## src/rtl/mem_wb_stage_if.sv

```systemverilog
// MEM-to-WB bundle: memory-stage instruction fields in, register-file write port and trace out.
interface mem_wb_stage_if #(parameter int unsigned XLEN = 32);
  logic            mem_valid;
  logic            mem_we;
  logic [4:0]      mem_wR;
  logic [1:0]      mem_wb_sel;
  logic [2:0]      mem_ld_type;
  logic [XLEN-1:0] mem_alu_c;
  logic [XLEN-1:0] mem_dram;
  logic [XLEN-1:0] mem_pc;
  logic [XLEN-1:0] mem_imm;

  logic            wb_we;
  logic [4:0]      wb_wR;
  logic [XLEN-1:0] wb_wD;
  logic            wb_valid;
  logic [XLEN-1:0] wb_pc;

  modport master (
    output mem_valid, mem_we, mem_wR, mem_wb_sel, mem_ld_type,
           mem_alu_c, mem_dram, mem_pc, mem_imm,
    input  wb_we, wb_wR, wb_wD, wb_valid, wb_pc
  );

  modport slave (
    input  mem_valid, mem_we, mem_wR, mem_wb_sel, mem_ld_type,
           mem_alu_c, mem_dram, mem_pc, mem_imm,
    output wb_we, wb_wR, wb_wD, wb_valid, wb_pc
  );
endinterface

```

## src/rtl/mem_wb_stage.sv

```systemverilog
// MEM/WB pipeline register plus write-back mux: load extraction, source select,
// register-file write port and retired-instruction counter.
module mem_wb_stage #(
  parameter int unsigned XLEN = 32
) (
  input  logic            clk,
  input  logic            rst_n,
  input  logic            stall,
  input  logic            flush,
  mem_wb_stage_if.slave   bus,
  output logic [XLEN-1:0] retire_cnt
);

  localparam logic [1:0] SelAlu  = 2'b00;
  localparam logic [1:0] SelLoad = 2'b01;
  localparam logic [1:0] SelPc4  = 2'b10;
  localparam logic [1:0] SelImm  = 2'b11;

  localparam logic [2:0] LdB  = 3'b000;
  localparam logic [2:0] LdH  = 3'b001;
  localparam logic [2:0] LdBu = 3'b100;
  localparam logic [2:0] LdHu = 3'b101;

  logic            validQ;
  logic            weQ;
  logic [4:0]      wRQ;
  logic [1:0]      wbSelQ;
  logic [2:0]      ldTypeQ;
  logic [XLEN-1:0] aluCQ;
  logic [XLEN-1:0] dramQ;
  logic [XLEN-1:0] pcQ;
  logic [XLEN-1:0] immQ;

  always_ff @(posedge clk or negedge rst_n) begin
    if (!rst_n) begin
      validQ     <= 1'b0;
      weQ        <= 1'b0;
      wRQ        <= '0;
      wbSelQ     <= '0;
      ldTypeQ    <= '0;
      aluCQ      <= '0;
      dramQ      <= '0;
      pcQ        <= '0;
      immQ       <= '0;
      retire_cnt <= '0;
    end else if (flush) begin
      // Only valid is cleared; the remaining fields are dead once valid drops.
      validQ <= 1'b0;
    end else if (!stall) begin
      validQ  <= bus.mem_valid;
      weQ     <= bus.mem_we;
      wRQ     <= bus.mem_wR;
      wbSelQ  <= bus.mem_wb_sel;
      ldTypeQ <= bus.mem_ld_type;
      aluCQ   <= bus.mem_alu_c;
      dramQ   <= bus.mem_dram;
      pcQ     <= bus.mem_pc;
      immQ    <= bus.mem_imm;
      if (bus.mem_valid) retire_cnt <= retire_cnt + 1'b1;
    end
  end

  logic [XLEN-1:0] dramShifted;
  logic [7:0]      loadByte;
  logic [15:0]     loadHalf;
  logic [XLEN-1:0] loadData;

  always_comb begin
    dramShifted = dramQ >> {aluCQ[1:0], 3'b000};
    loadByte    = dramShifted[7:0];
    loadHalf    = aluCQ[1] ? dramQ[31:16] : dramQ[15:0];
    case (ldTypeQ)
      LdB:     loadData = {{(XLEN-8){loadByte[7]}}, loadByte};
      LdH:     loadData = {{(XLEN-16){loadHalf[15]}}, loadHalf};
      LdBu:    loadData = {{(XLEN-8){1'b0}}, loadByte};
      LdHu:    loadData = {{(XLEN-16){1'b0}}, loadHalf};
      default: loadData = dramQ;
    endcase
  end

  always_comb begin
    case (wbSelQ)
      SelAlu:  bus.wb_wD = aluCQ;
      SelLoad: bus.wb_wD = loadData;
      SelPc4:  bus.wb_wD = pcQ + 32'd4;
      SelImm:  bus.wb_wD = immQ;
      default: bus.wb_wD = aluCQ;
    endcase
  end

  assign bus.wb_we    = validQ & weQ & (wRQ != 5'd0);
  assign bus.wb_wR    = wRQ;
  assign bus.wb_valid = validQ;
  assign bus.wb_pc    = pcQ;

endmodule

```

## src/flat_wrapper.sv

```systemverilog
// flat-port wrapper written by rule: the top's interface ports become plain ports
module mem_wb_stage_flat 
#(
  parameter int unsigned XLEN = 32
)
  (clk, rst_n, stall, flush, retire_cnt, bus_mem_valid, bus_mem_we, bus_mem_wR, bus_mem_wb_sel, bus_mem_ld_type, bus_mem_alu_c, bus_mem_dram, bus_mem_pc, bus_mem_imm, bus_wb_we, bus_wb_wR, bus_wb_wD, bus_wb_valid, bus_wb_pc);
  mem_wb_stage_if #(.XLEN(XLEN)) bus_i ();
  input  logic clk;
  input  logic rst_n;
  input  logic stall;
  input  logic flush;
  output logic [XLEN-1:0] retire_cnt;
  input wire logic [$bits(bus_i.mem_valid)-1:0] bus_mem_valid;
  input wire logic [$bits(bus_i.mem_we)-1:0] bus_mem_we;
  input wire logic [$bits(bus_i.mem_wR)-1:0] bus_mem_wR;
  input wire logic [$bits(bus_i.mem_wb_sel)-1:0] bus_mem_wb_sel;
  input wire logic [$bits(bus_i.mem_ld_type)-1:0] bus_mem_ld_type;
  input wire logic [$bits(bus_i.mem_alu_c)-1:0] bus_mem_alu_c;
  input wire logic [$bits(bus_i.mem_dram)-1:0] bus_mem_dram;
  input wire logic [$bits(bus_i.mem_pc)-1:0] bus_mem_pc;
  input wire logic [$bits(bus_i.mem_imm)-1:0] bus_mem_imm;
  output wire logic [$bits(bus_i.wb_we)-1:0] bus_wb_we;
  output wire logic [$bits(bus_i.wb_wR)-1:0] bus_wb_wR;
  output wire logic [$bits(bus_i.wb_wD)-1:0] bus_wb_wD;
  output wire logic [$bits(bus_i.wb_valid)-1:0] bus_wb_valid;
  output wire logic [$bits(bus_i.wb_pc)-1:0] bus_wb_pc;
  assign bus_i.mem_valid = bus_mem_valid;
  assign bus_i.mem_we = bus_mem_we;
  assign bus_i.mem_wR = bus_mem_wR;
  assign bus_i.mem_wb_sel = bus_mem_wb_sel;
  assign bus_i.mem_ld_type = bus_mem_ld_type;
  assign bus_i.mem_alu_c = bus_mem_alu_c;
  assign bus_i.mem_dram = bus_mem_dram;
  assign bus_i.mem_pc = bus_mem_pc;
  assign bus_i.mem_imm = bus_mem_imm;
  assign bus_wb_we = bus_i.wb_we;
  assign bus_wb_wR = bus_i.wb_wR;
  assign bus_wb_wD = bus_i.wb_wD;
  assign bus_wb_valid = bus_i.wb_valid;
  assign bus_wb_pc = bus_i.wb_pc;
  mem_wb_stage #(.XLEN(XLEN)) u_core (.clk(clk), .rst_n(rst_n), .stall(stall), .flush(flush), .bus(bus_i), .retire_cnt(retire_cnt));
endmodule
```

## config.mk

```make
export PLATFORM = sky130hd
export DESIGN_NAME = mem_wb_stage_flat
export DESIGN_NICKNAME = d
export VERILOG_FILES = /design/src/rtl/mem_wb_stage_if.sv /design/src/rtl/mem_wb_stage.sv /design/src/flat_wrapper.sv
export SDC_FILE = /design/constraint.sdc
export NUM_CORES = 1
export LEC_CHECK = 0
export ABC_AREA = 0
export CORE_MARGIN = 2
export CORE_UTILIZATION = 25
export DETAILED_ROUTE_END_ITERATION = 7
export PLACE_DENSITY_LB_ADDON = 0.25
export RECOVER_POWER = 100
export SLEW_MARGIN = 15
export SYNTH_ARGS = -nofsm -noshare
export SYNTH_HDL_FRONTEND = slang
export SYNTH_SLANG_ARGS = --single-unit
export TNS_END_PERCENT = 1
```

## constraint.sdc

```tcl
create_clock -name clk -period 5.8 [get_ports clk]
set_input_delay 1.16 -clock clk [delete_from_list [all_inputs] [get_ports clk]]
set_output_delay 1.16 -clock clk [all_outputs]
set_load 0.005 [all_outputs]
```

==> flow_summary.yaml, run 1 <==
floorplan:
  die_w_um: 189
  floorplan.die_area_um2: 35900
  num_rows: 67
  die_h_um: 189
  coreArea_um2: 33700
  ios: 247
  initial_core_util_pct: 25.5
sta:
  setup_tns_ns: 0
  fin_crit_ns: 4.79
  hold_viol: 0
  tightestPinTransition_ns: 2.38
  skew_ns: 0.00911
  maxSlewHeadroom_pct: -59.3
  fmax_mhz: 209
  rsz0062_at_grt: "false"
  finalCritPeriodShare_pct: 82.5
  finalSetupViolCount: 0
  slew_viol_final: 110
logic_synthesis:
  async_flop_share_pct: 100
  synth_edf_count: 0
  synth.largest_area_cell: "dfrtp_1"
  syn_avg_cell_area_um2: 11.0
  synth.distinct_cells: 58
  syn_inst: 782
  synth-seq-cells: 172
  syn-cell-area_um2: 8600
  ys_seq_area_share_pct: 50.1
  synthFlopType: "dfrtp_1"
  synth_top_area_share_pct: 50.1
  syn-num-nets: 929
  synth.area.top_cells: "dfrtp_1, mux2_2, o21ai_0"
  ys_warn_count: 0
critical_path:
  cp-start-kind: "register"
  path_buf_inv: 2
  cp.arrival_ns: 3.63
  crit_chain: "clkinv_1, nor2_1, nand2_1, o21ai_0, o22ai_1, dlygate4sd3_1"
  cpMaxStageDelayCell: "dfrtp_1"
  crit_fanout: 30
  rrSetupSlack_ns: 2.74
  end_kind: "output pin"
  crit_type: "register to output pin"
  rr_worst_depth: 6
  cpLargestDelayFamily: "buffers and inverters"
  max_stage_delay_ns: 1.03
  cp.depth: 6
  cp.required_ns: 4.64
placement:
  gp_routability_congestion: 0.861
  numPortBuffers: 246
  dpl.cell_count: 1436
  place_hpwl_um: 22500
layout:
  finalNonFillerCells: 1468
  utilization_pct: 35.9
  diodes: 0
  layout_common_cells: "dfrtp_1, clkdlybuf4s50_1, mux2_2"
  layout-drive-gt1-share_pct: 16.8
  syn_to_final_growth_pct: 40.6
  final_common_cell: "dfrtp_1"
  nets: 1154
hold_path:
  hold_path.class: "register to register"
  worstHoldPathCells: 1
detailed_routing:
  drc: 0
  vias: 7062
  routed_wl_um: 30000
  dr.pass1.iters: 5
  wl_per_cell_um: 20.5
  first_iter_violations: 490
  ant_nets: 0
  viasPerCell: 4.81
clock_tree:
  cts.repair.resized: 0
  path_clk_slew_ns: 0.07
  cts_tree: "built"
  clock_sinks: 172
  h-tree-depth: 4
  clk_latency_ns: 0.45
  postCtsHoldBufs: 0
  cts.path.max_buffers: 2
  cts_root_buf: "clkbuf_16"
  numCtsBuffers: 17
  post_cts_buffers: 0
job:
  drv_cap: 2
global_routing:
  grt_antenna_before_repair: 3
  grt-busiest-layer: "met2"
  grt_pass1_wl_um: 45400
  grt_max_degree: 90
  grtUsageMet3_pct: 4.84
  met1_usage_pct: 22.8
  gr-usage-met2_pct: 26.9
  track_usage_pct: 17.0
  gr-total-overflow: 0
  grt_pass1_vias: 7159
run_status:
  status: "finished with violations"
  failed_checks: "max-capacitance violations, max-slew violations"
power:
  ir_drop_uv: 213
  cellLeakagePower_uw: 0.00482
  pwr_density_cell_nw_per_um2: 302
## sequential cells by signal, indices dropped and copies added, names as in the netlist
signal               cells
u_core.retire_cnt       32
u_core.bus.wb_wR         5
u_core.aluCQ            32
u_core.ldTypeQ           3
u_core.bus.wb_pc        32
u_core.weQ               1
u_core.dramQ            32
u_core.wbSelQ            2
u_core.bus.wb_valid      1
u_core.immQ             32
## worst paths after layout
path                                  startpoint                    end
max                             u_core.wbSelQ[1]           bus_wb_wD[2]
min                        u_core.retire_cnt[31]  u_core.retire_cnt[31]
max reg2reg                 u_core.retire_cnt[0]  u_core.retire_cnt[16]
min reg2reg                u_core.retire_cnt[31]  u_core.retire_cnt[31]
max in group asynchronous                  rst_n       u_core.aluCQ[20]
min in group asynchronous                  rst_n  u_core.retire_cnt[16]
## worst reg2reg max path, stage by stage, from the launching register on
cell,delay (ns)
dfrtp_1,0.43
ha_1,0.17
or4bb_2,0.58
nor4_1,1.11
nand3_1,0.33
nor2_1,0.21
xor2_1,0.15
## power breakdown
group | total (uW) | internal [uW] | leakage [uW] | switching, uW
Sequential | 1570 | 1360 | 0.00206 | 206
Clock | 1210 | 685 | 0.000292 | 521
Combinational | 876 | 496 | 0.00247 | 380
Total | 3650 | 2540 | 0.00482 | 1110
## metal layers
metal | vias up | wire length (um)
li1 | 3309 | -
met1 | 3517 | 13800
met2 | 216 | 14100
met3 | 18 | 1790
met4 | 2 | 340
met5 | - | 11
## cells in the mapped netlist (12+ instances only)
cell type,instances
nor3_1,12
o22ai_1,16
xnor2_1,33
inv_1,25
o21ai_0,60
nand3_1,19
clkbuf_1,38
mux2_2,123
a21oi_1,21
nor2_1,26
xor2_1,17
nand4_1,19
dfrtp_1,172
nand2_1,66
## layout make-up
cell class / count / area (um^2)
fillers: 3447 / 21600
flip-flops and latches: 172 / 4300
clock buffers: 21 / 480
clock inverters: 11 / 135
well taps: 448 / 561
repair buffers: 251 / 2520
inverters: 27 / 101
multi-input cells: 538 / 3980
## logic make-up (layout without fill, tap and decap cells)
| family | count (synthesis) | count (layout) | share of synthesized area (%) |
|---|---|---|---|
| muxes | 135 | 135 | 17.8 |
| AOI/OAI and AO/OA | 157 | 157 | 11.7 |
| adders and majority gates | 3 | 3 | 0.437 |
| DFF | 172 | 172 | 50.1 |
| xor gates and xnor gates | 50 | 50 | 5.09 |
| buffers and inverters | 72 | 310 | 3.42 |
| and+or+nand+nor | 193 | 193 | 11.5 |
## metrics by stage
| step | setup slack [ns] | cell area (um^2) | power (uW) | hold slack, ns |
|---|---|---|---|---|
| floorplan | 2.61 | 8600 | 1940 | 0.465 |
| global placement | 1.76 | 11500 | 2520 | 0.458 |
| detailed placement | 1.65 | 11500 | 2520 | 0.471 |
| CTS | 1.17 | 12100 | 3750 | 0.480 |
| global route | 0.827 | 12100 | 3840 | 0.480 |
| finish | 1.01 | 12100 | 3650 | 0.469 |
Power figures use the tool's default switching activity.
==> run 2: changes to the inputs <==
clock period = 4 ns   (was 5.8 ns; I/O delays follow)
==> flow_summary.yaml, run 2 (synthesized netlist as in run 1, its figures left out) <==
power:
  cellLeakagePower_uw: 0.00485
  ir_drop_uv: 320
  pwr_density_cell_nw_per_um2: 437
sta:
  tightestPinTransition_ns: 2.50
  fin_crit_ns: 3.83
  worst_slack_ns: 0.174
  rsz0062_at_grt: "false"
  finalCritPeriodShare_pct: 95.6
  maxSlewHeadroom_pct: -66.7
  skew_ns: 0.00676
  slew_viol_final: 95
  fmax_mhz: 261
  finalSetupViolCount: 0
  hold_viol: 0
  setup_tns_ns: 0
clock_tree:
  cts.repair.resized: 0
  cts_tree: "built"
  clk_latency_ns: 0.44
  cts_root_buf: "clkbuf_16"
  numCtsBuffers: 17
  path_clk_slew_ns: 0.07
  postCtsHoldBufs: 0
  clock_sinks: 172
  cts.path.max_buffers: 2
  post_cts_buffers: 0
  h-tree-depth: 4
layout:
  fillers: 3433
  final_common_cell: "dfrtp_1"
  layout_common_cells: "dfrtp_1, clkdlybuf4s50_1, mux2_2"
  nets: 1167
  layout-drive-gt1-share_pct: 18.2
  utilization_pct: 36.1
  finalNonFillerCells: 1483
  syn_to_final_growth_pct: 41.4
floorplan:
  initial_core_util_pct: 25.5
  die_w_um: 189
  die_h_um: 189
  num_rows: 67
  floorplan.die_area_um2: 35900
  coreArea_um2: 33700
  ios: 247
detailed_routing:
  vias: 7080
  viasPerCell: 4.77
  first_iter_violations: 386
  drc: 0
  dr.pass1.iters: 6
  routed_wl_um: 30000
  wl_per_cell_um: 20.2
  ant_nets: 0
global_routing:
  gr-usage-met2_pct: 26.4
  grt_pass1_vias: 7132
  track_usage_pct: 16.8
  grt_pass1_wl_um: 44900
  grt_antenna_before_repair: 4
  grt_max_degree: 95
  grtUsageMet3_pct: 6.10
  met1_usage_pct: 22.1
  grt-busiest-layer: "met2"
  gr-total-overflow: 0
placement:
  place_hpwl_um: 22700
  dpl.cell_count: 1449
  gp_routability_congestion: 0.866
  place_ws_ns: 0.510
  numPortBuffers: 246
hold_path:
  hold_path.class: "register to register"
critical_path:
  crit_fanout: 9
  crit_type: "register to output pin"
  cp-start-kind: "register"
  end_kind: "output pin"
  cp.required_ns: 3.20
  cp.arrival_ns: 3.03
job:
  drv_cap: 1
run_status:
  status: "finished with violations"
  failed_checks: "max-capacitance violations, max-slew violations"
==> run 2: final cells by class <==
cell class | count | area (um^2) | area share [%]
inverters | 27 | 101 | 0.834
clock inverters | 14 | 159 | 1.31
well taps | 448 | 561 | 4.61
diodes | 2 | 5.00 | 0.0412
multi-input cells | 538 | 4010 | 33.0
repair buffers | 264 | 2570 | 21.2
clock buffers | 18 | 439 | 3.61
flip-flops and latches | 172 | 4300 | 35.4
==> run 2: per-layer routing <==
metal | wire, um | vias to the layer above | share of wire, %
met3 | 2160 | 24 | 7.2
met2 | 13900 | 214 | 46
met4 | 421 | 4 | 1.4
li1 | - | 3338 | -
met1 | 13500 | 3500 | 45
met5 | 27 | - | 0.090
==> run 2: path summary, 6_finish.rpt <==
| check | from | end | slack [ns] | cells after the start |
|---|---|---|---|---|
| worst max-delay path | u_core.bus.wb_pc[8] | bus_wb_wD[14] | 0.17 | 6 |
| worst min-delay path | u_core.retire_cnt[31] | u_core.retire_cnt[31] | 0.47 | 1 |
| worst max register to register | u_core.retire_cnt[0] | u_core.retire_cnt[16] | 1.57 | 7 |
| worst min register to register | u_core.retire_cnt[31] | u_core.retire_cnt[31] | 0.47 | 1 |
| max in group asynchronous | rst_n | u_core.bus.wb_pc[10] | 0.68 | 2 |
| min in group asynchronous | rst_n | u_core.retire_cnt[16] | 1.12 | 1 |
==> run 2: where the power goes <==
group          total (uW)  switching [uW]  internal [uW]
Combinational        1350             598            757
Sequential           2240             265           1970
Clock                1730             777            949
==> run 2: worst max-delay path: stages, from the launching register on <==
cell	delay [ns]
dfrtp_1	0.49
and4_2	0.36
nand4_1	0.37
or3_1	0.44
a31o_2	0.23
o311ai_0	0.09
clkdlybuf4s50_1	0.60
==> run 2: per-stage QoR <==
stage	instance area [um^2]	hold WS, ns	total power, uW
2_1_floorplan	8600	0.465	2820
6_report	12200	0.472	5320
3_3_place_gp	11600	0.461	3680
5_1_grt	12200	0.489	5620
4_1_cts	12200	0.480	5440
3_5_place_dp	11600	0.470	3680
==> RTL change: new RTL, flow settings as in run 2 <==
`XLEN` is set to 32 in 3 places; all go to 64.
--- a/src/rtl/mem_wb_stage_if.sv
+++ b/src/rtl/mem_wb_stage_if.sv
@@ -1,5 +1,5 @@
 // MEM-to-WB bundle: memory-stage instruction fields in, register-file write port and trace out.
-interface mem_wb_stage_if #(parameter int unsigned XLEN = 32);
+interface mem_wb_stage_if #(parameter int unsigned XLEN = 64);
   logic            mem_valid;
   logic            mem_we;
   logic [4:0]      mem_wR;
--- a/src/rtl/mem_wb_stage.sv
+++ b/src/rtl/mem_wb_stage.sv
@@ -1,7 +1,7 @@
 // MEM/WB pipeline register plus write-back mux: load extraction, source select,
 // register-file write port and retired-instruction counter.
 module mem_wb_stage #(
-  parameter int unsigned XLEN = 32
+  parameter int unsigned XLEN = 64
 ) (
   input  logic            clk,
   input  logic            rst_n,
--- a/src/flat_wrapper.sv
+++ b/src/flat_wrapper.sv
@@ -1,7 +1,7 @@
 // flat-port wrapper written by rule: the top's interface ports become plain ports
 module mem_wb_stage_flat 
 #(
-  parameter int unsigned XLEN = 32
+  parameter int unsigned XLEN = 64
 )
   (clk, rst_n, stall, flush, retire_cnt, bus_mem_valid, bus_mem_we, bus_mem_wR, bus_mem_wb_sel, bus_mem_ld_type, bus_mem_alu_c, bus_mem_dram, bus_mem_pc, bus_mem_imm, bus_wb_we, bus_wb_wR, bus_wb_wD, bus_wb_valid, bus_wb_pc);
   mem_wb_stage_if #(.XLEN(XLEN)) bus_i ();
Interface: changed (7 resized); port bits go from 247 to 471. The function was not compared with the original's and may differ.
==> RTL change against run 2 <==
The flow finishes with violations (capacitance limit, slew limit, setup timing). Total power is 100% higher. Worst setup slack got worse by 0.29 ns. Sequential cell count rose by 160. Design area up 97%. Count of clock-buffer cells in the layout rose by 42. Synthesized area is 89% higher. Combinational power increased by 99%. Routed wire length rose by 110%. Critical endpoint is now bus_wb_wD[40]. Largest power group unchanged.
==> RTL change: results (changes against run 2) <==
status: finished, violations left (unchanged)
failing checks: capacitance limit, slew limit, setup timing (was capacitance limit, slew limit)
setup violators final: 6 (was 0)
All-Layer GR Usage: 0.1883 (was 0.1682)
CP max stage delay: 0.55 ns (was 0.60 ns)
Final Net Count: 2206 (was 1167)
fin area: 23910 um^2 (was 12160 um^2)
DRT Wirelength: 64.49 mm (was 30.01 mm)
H-tree levels: 2 (was 4)
placed cells: 2734 (was 1449)
Pint: 0.007528 W (was 0.003678 W)
ranking of synthesized cells by area: dfrtp_1, mux2_2, xnor2_1 (was dfrtp_1, mux2_2, o21ai_0)
grt met3 use: 0.06376 (was 0.06098)
WL met2: 30.51 mm (was 13.87 mm)
count of multi-input gates: 984 (was 538)
drt first pass iters: 5 (was 6)
Final Max Slew Viols: 141 (was 95)
fraction of area in registers: 0.3480 (was 0.3541)
Tot Pwr: 0.01068 W (was 0.005317 W)
Max Cap Viol: 2 (was 1)
Final WS setup: -0.1130 ns (was 0.1740 ns)
Sink Count: 332 (was 172)
routing usage on met2: 0.3055 (was 0.2642)
hpwl dp: 47.70 mm (was 22.70 mm)
first-pass GRT wire length: 94.30 mm (was 44.86 mm)
placed cell area: 22440 um^2 (was 11620 um^2)
clock buffer depth: 3 (was 2)
initial antenna violation count: 20 (was 4)
Metal-1 WL: 26.82 mm (was 13.53 mm)
Yosys cell types: 62 (was 58)
FILL cells: 6318 (was 3433)
Max rail drop VDD: 0.2650 mV (was 0.3203 mV)
post-synthesis sequential area ratio: 0.5108 (was 0.5007)
Critical Path AT: 3.31 ns (was 3.03 ns)
clock insertion delay at the later pin of the skew report: 0.56 ns (was 0.44 ns)
RTL change: cell types whose count changed after synthesis, sizes merged, moves of 19 or more:
cell,run 2,this run
a22oi,8,27
clkbuf,38,77
nor2,28,70
dfrtp,172,332
nand2,66,87
nor3,13,32
nand3,19,52
mux2,123,256
xnor2,33,77
o21ai,60,84
xor2,17,36
RTL change: worst register-to-register path: cells and delay by family, from the launching register on:
family / cells / cell delay, ns
buf+inv: 2 / 0.72
simple gates: 5 / 1.18
xor+xnor: 1 / 0.18
flops: 1 / 0.39
RTL change: timing repair:
item                                   in CTS  in global routing
buffers inserted                            4                  5
endpoints found under the hold margin       0                  0
hold buffers                                0                  0
resized for setup                          44                 23
pin swaps                                   4                  5
setup endpoints to repair                  45                 34
RTL change: kinds of logic (layout without fill, tap and decap cells):
logic type	count (synthesis)	after routing	synth area share
adder cells (fa/ha/maj)	2	2	0.001538
other	0	7	0
AND/OR/NAND/NOR	355	355	0.1125
multiplexers	269	269	0.1876
buffers and inverters	108	644	0.02608
flip-flops	332	332	0.5108
AO/OA/AOI/OAI	245	245	0.1006
XOR/XNOR	113	113	0.06086
RTL change: final timing paths:
kind                                    endpoint  cells after the start  slack (ns)             startpoint
hold reg to reg            u_core.retire_cnt[63]                      1        0.46  u_core.retire_cnt[63]
setup / recovery                   bus_wb_wD[40]                      9       -0.11   u_core.bus.wb_pc[12]
setup reg to reg           u_core.retire_cnt[37]                      8        1.45   u_core.retire_cnt[2]
max in group asynchronous   u_core.bus.wb_pc[12]                      2        0.64                  rst_n
hold / removal             u_core.retire_cnt[63]                      1        0.46  u_core.retire_cnt[63]
min in group asynchronous             u_core.weQ                      1        0.75                  rst_n
